<file path="config.mk">
export PLATFORM = sky130hd
export DESIGN_NAME = dds_par_loader
export DESIGN_NICKNAME = d
export VERILOG_FILES = /design/src/rtl/dds_par_loader.sv
export SDC_FILE = /design/constraint.sdc
export NUM_CORES = 1
export LEC_CHECK = 0
export ABC_AREA = 1
export CORE_UTILIZATION = 55
export CTS_CLUSTER_DIAMETER = 100
export DETAILED_ROUTE_END_ITERATION = 8
export PLACE_DENSITY_LB_ADDON = 0.1
export SLEW_MARGIN = 0
export SYNTH_ARGS = -nofsm -noshare
export SYNTH_HDL_FRONTEND = slang
export SYNTH_SLANG_ARGS = --single-unit
</file>
<file path="constraint.sdc">
create_clock -name clk -period 2.6 [get_ports clk]
set_input_delay 0.52 -clock clk [delete_from_list [all_inputs] [get_ports clk]]
set_output_delay 0.52 -clock clk [all_outputs]
set_load 0.02 [all_outputs]
</file>
<file path="src/rtl/dds_par_loader.sv">
// Parallel-port DDS programmer: optional master reset, table-driven
// register writes with a slowed strobe, then an I/O update pulse.
module dds_par_loader #(
  parameter int ADDR_W    = 6,
  parameter int DATA_W    = 8,
  parameter int DEPTH     = 16,
  parameter int DIV_W     = 16,
  parameter int RST_TICKS = 3,
  parameter int UPD_TICKS = 2,
  localparam int IDX_W    = $clog2(DEPTH)
) (
  input  logic              clk,
  input  logic              rst_n,
  input  logic [DIV_W-1:0]  div,
  input  logic              tbl_we,
  input  logic [IDX_W-1:0]  tbl_waddr,
  input  logic [ADDR_W-1:0] tbl_wa,
  input  logic [DATA_W-1:0] tbl_wd,
  input  logic [IDX_W:0]    tbl_len,
  input  logic              start,
  input  logic              do_mrst,
  output logic              mst_rst,
  output logic [ADDR_W-1:0] dds_a,
  output logic [DATA_W-1:0] dds_d,
  output logic              dds_wrb,
  output logic              io_ud,
  output logic              busy,
  output logic              done,
  output logic              err
);

  localparam int TK_MAX = (RST_TICKS > UPD_TICKS) ? RST_TICKS : UPD_TICKS;
  localparam int TK_W   = $clog2(TK_MAX) + 1;
  localparam logic [TK_W-1:0] RST_LAST = TK_W'(RST_TICKS - 1);
  localparam logic [TK_W-1:0] UPD_LAST = TK_W'(UPD_TICKS - 1);
  localparam logic [IDX_W:0]  DEPTH_L  = (IDX_W + 1)'(DEPTH);

  typedef enum logic [2:0] {
    S_IDLE, S_ARM, S_MRST, S_SETUP,
    S_STROBE, S_HOLD, S_UPDATE, S_DONE
  } state_t;

  state_t state, state_n;

  logic [IDX_W:0]  idx, idx_n;
  logic [TK_W-1:0] tk, tk_n;
  logic [IDX_W:0]  len_q;
  logic [DIV_W-1:0] div_q, cnt;
  logic            mrst_q;
  logic            tick, timed, accept;

  logic [ADDR_W+DATA_W-1:0] tbl [DEPTH];

  assign accept = (state == S_IDLE) && start && (tbl_len <= DEPTH_L);
  assign timed  = (state != S_IDLE) && (state != S_ARM) && (state != S_DONE);
  assign tick   = timed && (cnt == div_q);

  assign busy    = (state != S_IDLE);
  assign done    = (state == S_DONE);
  assign mst_rst = (state == S_MRST);
  assign dds_wrb = (state != S_STROBE);
  assign io_ud   = (state == S_UPDATE);

  always_ff @(posedge clk or negedge rst_n) begin
    if (!rst_n) begin
      state <= S_IDLE;
      idx   <= '0;
      tk    <= '0;
    end else begin
      state <= state_n;
      idx   <= idx_n;
      tk    <= tk_n;
    end
  end

  always_comb begin
    state_n = state;
    idx_n   = idx;
    tk_n    = tk;
    unique case (state)
      S_IDLE: if (accept) state_n = S_ARM;
      S_ARM: begin
        idx_n = '0;
        tk_n  = '0;
        if (mrst_q)            state_n = S_MRST;
        else if (len_q != '0)  state_n = S_SETUP;
        else                   state_n = S_UPDATE;
      end
      S_MRST: if (tick) begin
        if (tk == RST_LAST) begin
          tk_n    = '0;
          state_n = (len_q != '0) ? S_SETUP : S_UPDATE;
        end else begin
          tk_n = tk + 1'b1;
        end
      end
      S_SETUP:  if (tick) state_n = S_STROBE;
      S_STROBE: if (tick) state_n = S_HOLD;
      S_HOLD: if (tick) begin
        idx_n   = idx + 1'b1;
        state_n = (idx + 1'b1 < len_q) ? S_SETUP : S_UPDATE;
      end
      S_UPDATE: if (tick) begin
        if (tk == UPD_LAST) begin
          tk_n    = '0;
          state_n = S_DONE;
        end else begin
          tk_n = tk + 1'b1;
        end
      end
      S_DONE:  state_n = S_IDLE;
      default: state_n = S_IDLE;
    endcase
  end

  always_ff @(posedge clk or negedge rst_n) begin
    if (!rst_n) begin
      len_q  <= '0;
      div_q  <= '0;
      mrst_q <= 1'b0;
      cnt    <= '0;
      err    <= 1'b0;
      dds_a  <= '0;
      dds_d  <= '0;
      for (int i = 0; i < DEPTH; i++) tbl[i] <= '0;
    end else begin
      if (state == S_IDLE && start) begin
        len_q  <= tbl_len;
        div_q  <= div;
        mrst_q <= do_mrst;
      end
      err <= (state == S_IDLE) && start && (tbl_len > DEPTH_L);
      if (!timed || tick) cnt <= '0;
      else                cnt <= cnt + 1'b1;
      // bus is loaded on SETUP entry so a/d lead the strobe by a full tick
      if (state_n == S_SETUP && state != S_SETUP)
        {dds_a, dds_d} <= tbl[idx_n[IDX_W-1:0]];
      if (tbl_we && !busy)
        tbl[tbl_waddr] <= {tbl_wa, tbl_wd};
    end
  end

endmodule

</file>
# Word level (Yosys, flattened, before mapping)
# Index checks and enable logic that the tools add are counted.
# W data, S select, Z words.
[classes]
n_eq_ne = 18
magnitude_cmp = 6
muxes = 26
add_sub_neg = 3
reduce_logical = 19
n_bitwise = 2
[op_table]
columns = ["op", "count"]
rows = [
  ["$bwmux W224", 1],
  ["$bmux W14 S4", 1],
  ["$demux W14 S4", 1],
  ["$mux W3", 15],
  ["$mux W14", 3],
  ["$pmux W3 S8", 1],
  ["$add A16 B1 Y16 const B", 1],
  ["$eq A16 B16 Y1", 1],
  ["$mux W16", 1],
  ["$eq A3 B2 Y1 const B", 4],
  ["$eq A3 B3 Y1 const B", 4],
  ["$ge A5 B5 Y1 const B", 2],
  ["$not A4 Y5", 2],
  ["$pmux W5 S2", 1],
  ["$logic_and A1 B1 Y1", 9],
  ["$pmux W3 S3", 1],
  ["$eq A3 B1 Y1 const B", 2],
  ["$ne A3 B3 Y1 const B", 2],
  ["$reduce_bool A3 Y1", 2],
  ["$add A5 B1 Y5 const B", 1],
  ["$gt A5 B5 Y1 const B", 1],
  ["$le A5 B5 Y1 const B", 1],
  ["$lt A5 B1 Y1 const B", 1],
  ["$lt A5 B5 Y1", 1],
  ["13 further kinds", 15],
]
[word_totals]
regBits = 288
input_bits = 44

# Logic depth before layout (Yosys ltp)
# Gate-level depths: netlist (run 1).
[logic_depth]
ltp_word = 10
mapped_depth = 19

# Worst setup path before layout (run 1)
# OpenSTA, ideal clock, no wires.
[synth_path]
path_kind = "register -> register"
from = "register idx[0]"
to = "register dds_a[0]"
synth_period_minus_slack_ns = 2.478
path_buffers = 1
slack_ns = 0.122
stages_incl_launch_ff = 19
arrival_ns = 2.361
path_cell_list = "dfrtp_1 -> ha_1 -> nand2_1 -> inv_1 -> nand2_1 -> xor2_1 -> inv_1 -> ha_1 -> nand2_1 -> inv_1 -> nand4_1 -> nand4_1 -> o21ai_1 -> nand3_1 -> nor3b_2 -> nand2_2 -> buf_2 -> nand2_1 -> nand2_1"
[synth_via]
elab_chain_len = 7
word_cells_on_any_way = 13
[synth_rtl]
columns = ["element", "line", "text"]
rows = [
  ["start: declaration", "45", "logic [IDX_W:0] idx, idx_n;"],
  ["start signal: assignment", "71", "idx <= idx_n;"],
  ["$add A5 B1 Y5", "101", "state_n = (idx + 1'b1 < len_q) ? S_SETUP : S_UPDATE;"],
  ["$lt A5 B5 Y1", "101", ""],
  ["$mux W3", "101", ""],
  ["$mux W3", "99", "S_HOLD: if (tick) begin"],
  ["$pmux W3 S8", "80", "unique case (state)"],
  ["via state_n[2]", "43", "state_t state, state_n;"],
  ["$eq A3 B2 Y1", "136", "if (state_n == S_SETUP && state != S_SETUP)"],
  ["$logic_and A1 B1 Y1", "136", ""],
  ["end signal: assignment", "137", "{dds_a, dds_d} <= tbl[idx_n[IDX_W-1:0]];"],
  ["end: declaration", "23", "output logic [ADDR_W-1:0] dds_a,"],
]
# The timed path passes the listed nets, and every way through them passes these cells. The select of a mux whose other input is x is not followed.
# A chain may end at the register's enable or synchronous reset.

# Worst setup path in the final report (run 1)
[layout_path]
from = "register cnt[12]"
to = "register dds_d[0]"
[layout_via]
elab_chain_len = 8
word_cells_on_any_way = 16
[layout_rtl]
columns = ["element", "line", "text"]
rows = [
  ["start: declaration", "48", "logic [DIV_W-1:0] div_q, cnt;"],
  ["start signal: assignment", "134", "else cnt <= cnt + 1'b1;"],
  ["$eq A16 B16 Y1 (*)", "56", "assign tick = timed && (cnt == div_q);"],
  ["$logic_and A1 B1 Y1 (*)", "56", ""],
  ["$mux W5", "99", ""],
  ["$pmux W5 S2", "80", ""],
  ["$not A4 Y5 (implied by the code)", "137", ""],
  ["$bmux W14 S4", "137", ""],
  ["$mux W14 (implied by the code) (2 in series)", "137", ""],
  ["end signal: assignment", "137", ""],
  ["end: declaration", "24", "output logic [DATA_W-1:0] dds_d,"],
]
# Every way passes the cells marked *; elsewhere a longest branch is shown, timed or not. The select of a mux whose other input is x is not followed.

==> impl_metrics.ini, run 1 <==
[clock_network]
h-tree-depth = 1
cts_root_buf = clkbuf_16
clk_pin_slew_ps = 60
clkSinkCount = 288
cts_buffers = 31
tritoncts = built
clk_latency_ps = 570
max-clock-path-buffers = 3

[drt]
post_drt_wl_per_cell_um = 17.7
drt-total-wl_mm = 41.0
vias = 12770
drt_first_pass_iters = 6
post-route-drc-count = 0
vias_per_cell = 5.51
ant_nets = 0
first_iter_violations = 1215

[layout]
final_nets = 2009
drive_gt1_share_pct = 9.19
fillers = 2191
antenna_cells = 0
mostFrequentLayoutCell = nand2_1
final_cell_mix = 581 x nand2_1, 287 x dfrtp_1, 260 x inv_1
area_growth_pct = 17.4

[power_and_ir_drop]
p_clk_share_pct = 48.0
seqPwrFrac_pct = 48.9
p_leak_uw = 0.00829
p_switching_uw = 2010
combPwrFrac_pct = 3.1
power_switching_share_pct = 21.9
ir_worst_vdd_mv = 0.599
p_int_uw = 7160
p_per_area_mw_per_mm2 = 539

[critical_path]
crit_type = flop to flop
path_max_fanout = 42
cp.arrival_ps = 3030
startpoint_type = flop
end_kind = flop
cp.required_ps = 3060

[floorplan]
core_mm2 = 0.0259
initial_utilization_pct = 55.9
ioPinCount = 64
die_area_mm2 = 0.0270
die_w_um = 164
placementRows = 59
die_height_um = 164

[placement]
hpwl_mm = 27.1
io_buffer_count = 63
gp_congestion = 0.861

[yosys]
ys.warnings.count = 0
avgSynthCellArea_um2 = 7.66
syn-num-nets = 1941
seq_area_frac_synth_pct = 49.8
synth_top_family_by_area = simple AND/OR/NAND/NOR gates
ys_ff_latch = 288
synth_ff_type = dfrtp_1
synth_xor_area_share_pct = 0.423
synthAdderAreaFrac_pct = 0.518
synth-simple-area-share_pct = 28.5
synth_compound_area_share_pct = 9.71
ys_types = 41
yosys-mux-area-fraction_pct = 0
syn_area_mm2 = 0.0145
netlist_instances = 1891
synth-edff-count = 0
async_flop_share_pct = 100

[timing]
drv_slew = 0
holdWs_ps = 482
relSlewSlack_pct = 61.4
setup_viol = 0
max_freq_mhz = 389
period_needed_ps = 2570
finClkSkew_ps = 13.7
finalHoldViolCount = 0
rsz0062_at_grt = yes
min_period_over_period_pct = 98.9
tightest_slew_ps = 579
timing.setup.tns_ps = 0

[global_route]
grt_pass1_wl_mm = 65.3
grt_antenna_before_repair = 0
overflow = 0
grt_pass1_vias = 11927
grt_max_degree = 72
grt_util_all_layers_pct = 31.3

[hold_path]
hold_path.class = flop to flop

[run_status]
status = completed

[flow_run]
drv_cap = 0
metrics by stage:
stage	total power [µW]	utilization, %	cell area [µm²]	instances	setup WS, ps
4_1_cts	9220	65.0	16900	2305	13.4
2_1_floorplan	4620	-	14500	1891	122
6_report	9170	65.6	17000	2316	28.0
3_5_place_dp	4850	61.0	15800	2248	-52.9
5_1_grt	9430	65.6	17000	2316	-109
3_3_place_gp	4850	61.0	15800	2248	46.0
sequential cells by signal, summed over array words and instances, names as in the netlist:
| register | flops |
|---|---|
| idx | 5 |
| cnt | 16 |
| dds_d | 8 |
| tk | 3 |
| dds_a | 6 |
| len_q | 5 |
| err | 1 |
| tbl | 224 |
| mrst_q | 1 |
| div_q | 16 |
| state | 3 |
area by class of cell:
cell class / count / area (µm²) / area share [%]
clock buffer: 50 / 957 / 5.63
clock inverter: 5 / 57.6 / 0.338
inverter: 275 / 1040 / 6.13
multi-input combinational: 1218 / 5760 / 33.9
sequential: 288 / 7210 / 42.4
tap: 335 / 419 / 2.47
timing repair buffer: 145 / 1560 / 9.16
kinds of logic (layout without fill, tap and decap cells):
logic type               after synthesis  count (layout)
AND/OR/NAND/NOR                      930             931
XOR/XNOR                               7               7
adder cells (fa/ha/maj)                6               6
AO/OA/AOI/OAI                        274             274
flip-flops                           288             288
buffers and inverters                386             475
final timing paths:
kind | startpoint | endpoint | slack [ps] | cells after the start
min in group asynchronous | rst_n | div_q[2] | 500 | 2
hold / removal | tbl[65] | tbl[65] | 480 | 2
setup / recovery | cnt[12] | dds_d[0] | 30 | 16
setup reg to reg | cnt[12] | dds_d[0] | 30 | 16
hold reg to reg | tbl[65] | tbl[65] | 480 | 2
max in group asynchronous | rst_n | tbl[10] | 1310 | 3
Yosys cell counts (2+ instances only):
cell / count / area [µm²]
a21oi_1: 13 / 65.1
a31oi_1: 2 / 12.5
and3_1: 2 / 12.5
buf_1: 2 / 7.51
buf_2: 32 / 160
buf_4: 5 / 37.5
buf_6: 12 / 135
clkbuf_1: 60 / 225
dfrtp_1: 288 / 7210
ha_1: 6 / 75.1
inv_1: 264 / 991
inv_2: 11 / 41.3
nand2_1: 588 / 2210
nand2_2: 5 / 31.3
nand3_1: 194 / 971
nand3_4: 2 / 35.0
nand4_1: 60 / 375
nor2_1: 44 / 165
nor2_2: 2 / 12.5
nor2_4: 2 / 22.5
nor2_8: 2 / 40.0
nor3_1: 9 / 45.0
nor3_2: 2 / 20.0
nor3b_1: 7 / 52.6
nor4_2: 3 / 37.5
nor4_4: 2 / 42.5
o2111ai_1: 3 / 26.3
o21ai_0: 234 / 1170
o21ai_1: 16 / 80.1
o31ai_1: 2 / 15.0
xor2_1: 7 / 61.3
power by group through the flow:
stage          combinational (µW)  clock, µW  sequential (µW)
3_3_place_gp                  286          0             4560
3_5_place_dp                  285          0             4560
5_1_grt                       314       4640             4480
4_1_cts                       288       4450             4480
2_1_floorplan                50.3          0             4570
6_report                      285       4400             4480
routing by layer:
metal	wire (µm)	track usage [%]	part of all wire, %
met1	18400	47.3	45
met2	17800	46.1	43
met3	3940	6.06	9.6
met4	800	7.28	2.0
met5	0	0	0
timing repair:
item                       4_1_cts  5_1_grt
hold buffers                     1        0
cloned                           0        2
hold endpoints to repair        58        0
setup endpoints to repair       16       16
buffers inserted                 1        9
pin swaps                        4       14
gates resized for setup          7       17
worst max-delay path, stage by stage (launching register included):
cell	delay, ps
dfrtp_1	400
inv_2	70
nand2_1	60
nand2_1	50
nor2_1	130
nand2_1	140
nor2_8	180
nand4_4	240
nand3_4	220
buf_12	240
nand2_1	90
nand3_1	90
nand3_1	200
nand3_1	160
nand2_1	60
nand2_1	50
nand2_1	50
(Power assumes the default switching activity.)
==> inputs of run 2 (changes only) <==
- CTS_CLUSTER_SIZE: default -> 24
==> impl_metrics.ini, run 2 (synthesized netlist as in run 1, its figures left out) <==
[critical_path]
path_max_fanout = 8
crit_type = flop to flop
end_kind = flop
slowest_delay_ps = 400
cp.arrival_ps = 2970
cp.required_ps = 2990
crit_family = simple AND/OR/NAND/NOR gates
crit_slowest_cell = dfrtp_1
r2r_slack_ps = 20
startpoint_type = flop
cp_num_buf_inv = 4
crit_chain = ha_2, nand2_1, inv_2, nand2_2, xor2_2, inv_1, ha_4, nand2_2, inv_2, nand4_1, nand4_1, o21ai_1, nand3_1, nor3b_2, nand2_2, buf_6, nand2_1, nand2_1

[power_and_ir_drop]
p_total_uw = 7220
p_leak_uw = 0.00800
ir_worst_vdd_mv = 0.479
p_per_area_mw_per_mm2 = 439

[global_route]
grt_use_met3_pct = 5.78
gr-max-usage-layer = met1
grt_max_degree = 72
grt_util_all_layers_pct = 30.8
grt_pass1_vias = 11763
use_met2_pct = 46.0
grt_antenna_before_repair = 0
overflow = 0
grt_pass1_wl_mm = 64.3
use_met1_pct = 46.8

[layout]
largest_register = tbl
seq_area_mm2 = 0.00721
top_regs = tbl (224), cnt (16), div_q (16)
largest_reg_flops = 224
antenna_cells = 0
mostFrequentLayoutCell = nand2_1
multi_input_area_mm2 = 0.00575
fillers = 2247
final_cells = 2276
drive_gt1_share_pct = 7.47
final_nets = 1993
final_cell_mix = 584 x nand2_1, 287 x dfrtp_1, 261 x inv_1
area_growth_pct = 13.5

[clock_network]
h-tree-depth = 1
clk_latency_ps = 500
max-clock-path-buffers = 3
cts_root_buf = clkbuf_16
clkSinkCount = 288
cts_buffers = 15
tritoncts = built
clk_pin_slew_ps = 100

[drt]
vias_per_cell = 5.54
post_drt_wl_per_cell_um = 17.9
post-route-drc-count = 0
vias = 12601
drt-total-wl_mm = 40.8
first_iter_violations = 1198
drt_first_pass_iters = 6
ant_nets = 0

[timing]
holdWs_ps = 493
period_needed_ps = 2580
relSlewSlack_pct = 61.3
drv_slew = 0
tightest_slew_ps = 581
timing.setup.tns_ps = 0
min_period_over_period_pct = 99.2
max_freq_mhz = 388
rsz0062_at_grt = yes
finalHoldViolCount = 0
setup_viol = 0
finClkSkew_ps = 13.2

[flow_run]
drv_cap = 0

[placement]
hpwl_mm = 27.1
dp.cells = 2248
io_buffer_count = 63
gp_congestion = 0.861

[floorplan]
ioPinCount = 64
core_mm2 = 0.0259
die_area_mm2 = 0.0270
initial_utilization_pct = 55.9
die_height_um = 164
die_w_um = 164
placementRows = 59

[hold_path]
hold_path.class = flop to flop

[run_status]
status = completed
run 2: cell types whose count changed in the layout (fill, tap and decap cells not counted), sizes merged:
cell and change:
bufinv -1, inv -1, clkinvlp -1, dlymetal6s2s -1, clkdlybuf4s50 +1, clkinv -2, clkbuf -33, buf -2
run 2: tightest hold or removal path: cells and delay by family (launching register included):
family	cells	cell delay, ps
and+or+nand+nor	1	50
AOI/OAI and AO/OA	1	60
DFF	1	350
run 2: area by class of cell:
cell class / instances / share of cell area (%)
inverter: 275 / 6.32
multi-input combinational: 1218 / 35.0
tap: 335 / 2.55
clock buffer: 15 / 2.28
timing repair buffer: 145 / 9.98
sequential: 288 / 43.9
run 2: routing by layer:
metal  wire [µm]  share of wire [%]
met1       18800                 46
met2       18100                 44
met4         612                1.5
met3        3360                8.2
met5           0                  0
run 2: final timing paths:
path	from	endpoint	cells after the start
hold reg to reg	tbl[101]	tbl[101]	2
max in group asynchronous	rst_n	tbl[93]	3
setup / recovery	idx[0]	dds_d[0]	18
setup reg to reg	idx[0]	dds_d[0]	18
min in group asynchronous	rst_n	div_q[2]	2
hold / removal	tbl[101]	tbl[101]	2
run 2: through the flow:
stage                     instance area [µm²]  utilization (%)  worst slack, ps
after floorplan                         14500                -              122
after global placement                  15800             61.0             46.0
after detailed placement                15800             61.0            -52.9
after CTS                               16200             62.6             1.49
after global routing                    16400             63.4             -151
final                                   16400             63.4             21.8
run 2: power by group:
part           internal (µW)  switching, µW  total, µW
combinational           88.4            198        286
clock                   1040           1420       2460
sequential              4480              0       4480
total                   5610           1610       7220
run 2: repair_timing:
| item | 4_1_cts | 5_1_grt |
|---|---|---|
| endpoints found under the hold margin | 17 | 0 |
| hold buffers | 1 | 0 |
| endpoints found under the setup margin | 16 | 15 |
| pin swaps | 5 | 12 |
| setup buffers | 1 | 7 |
| cloned | 0 | 4 |
| resized for setup | 8 | 13 |
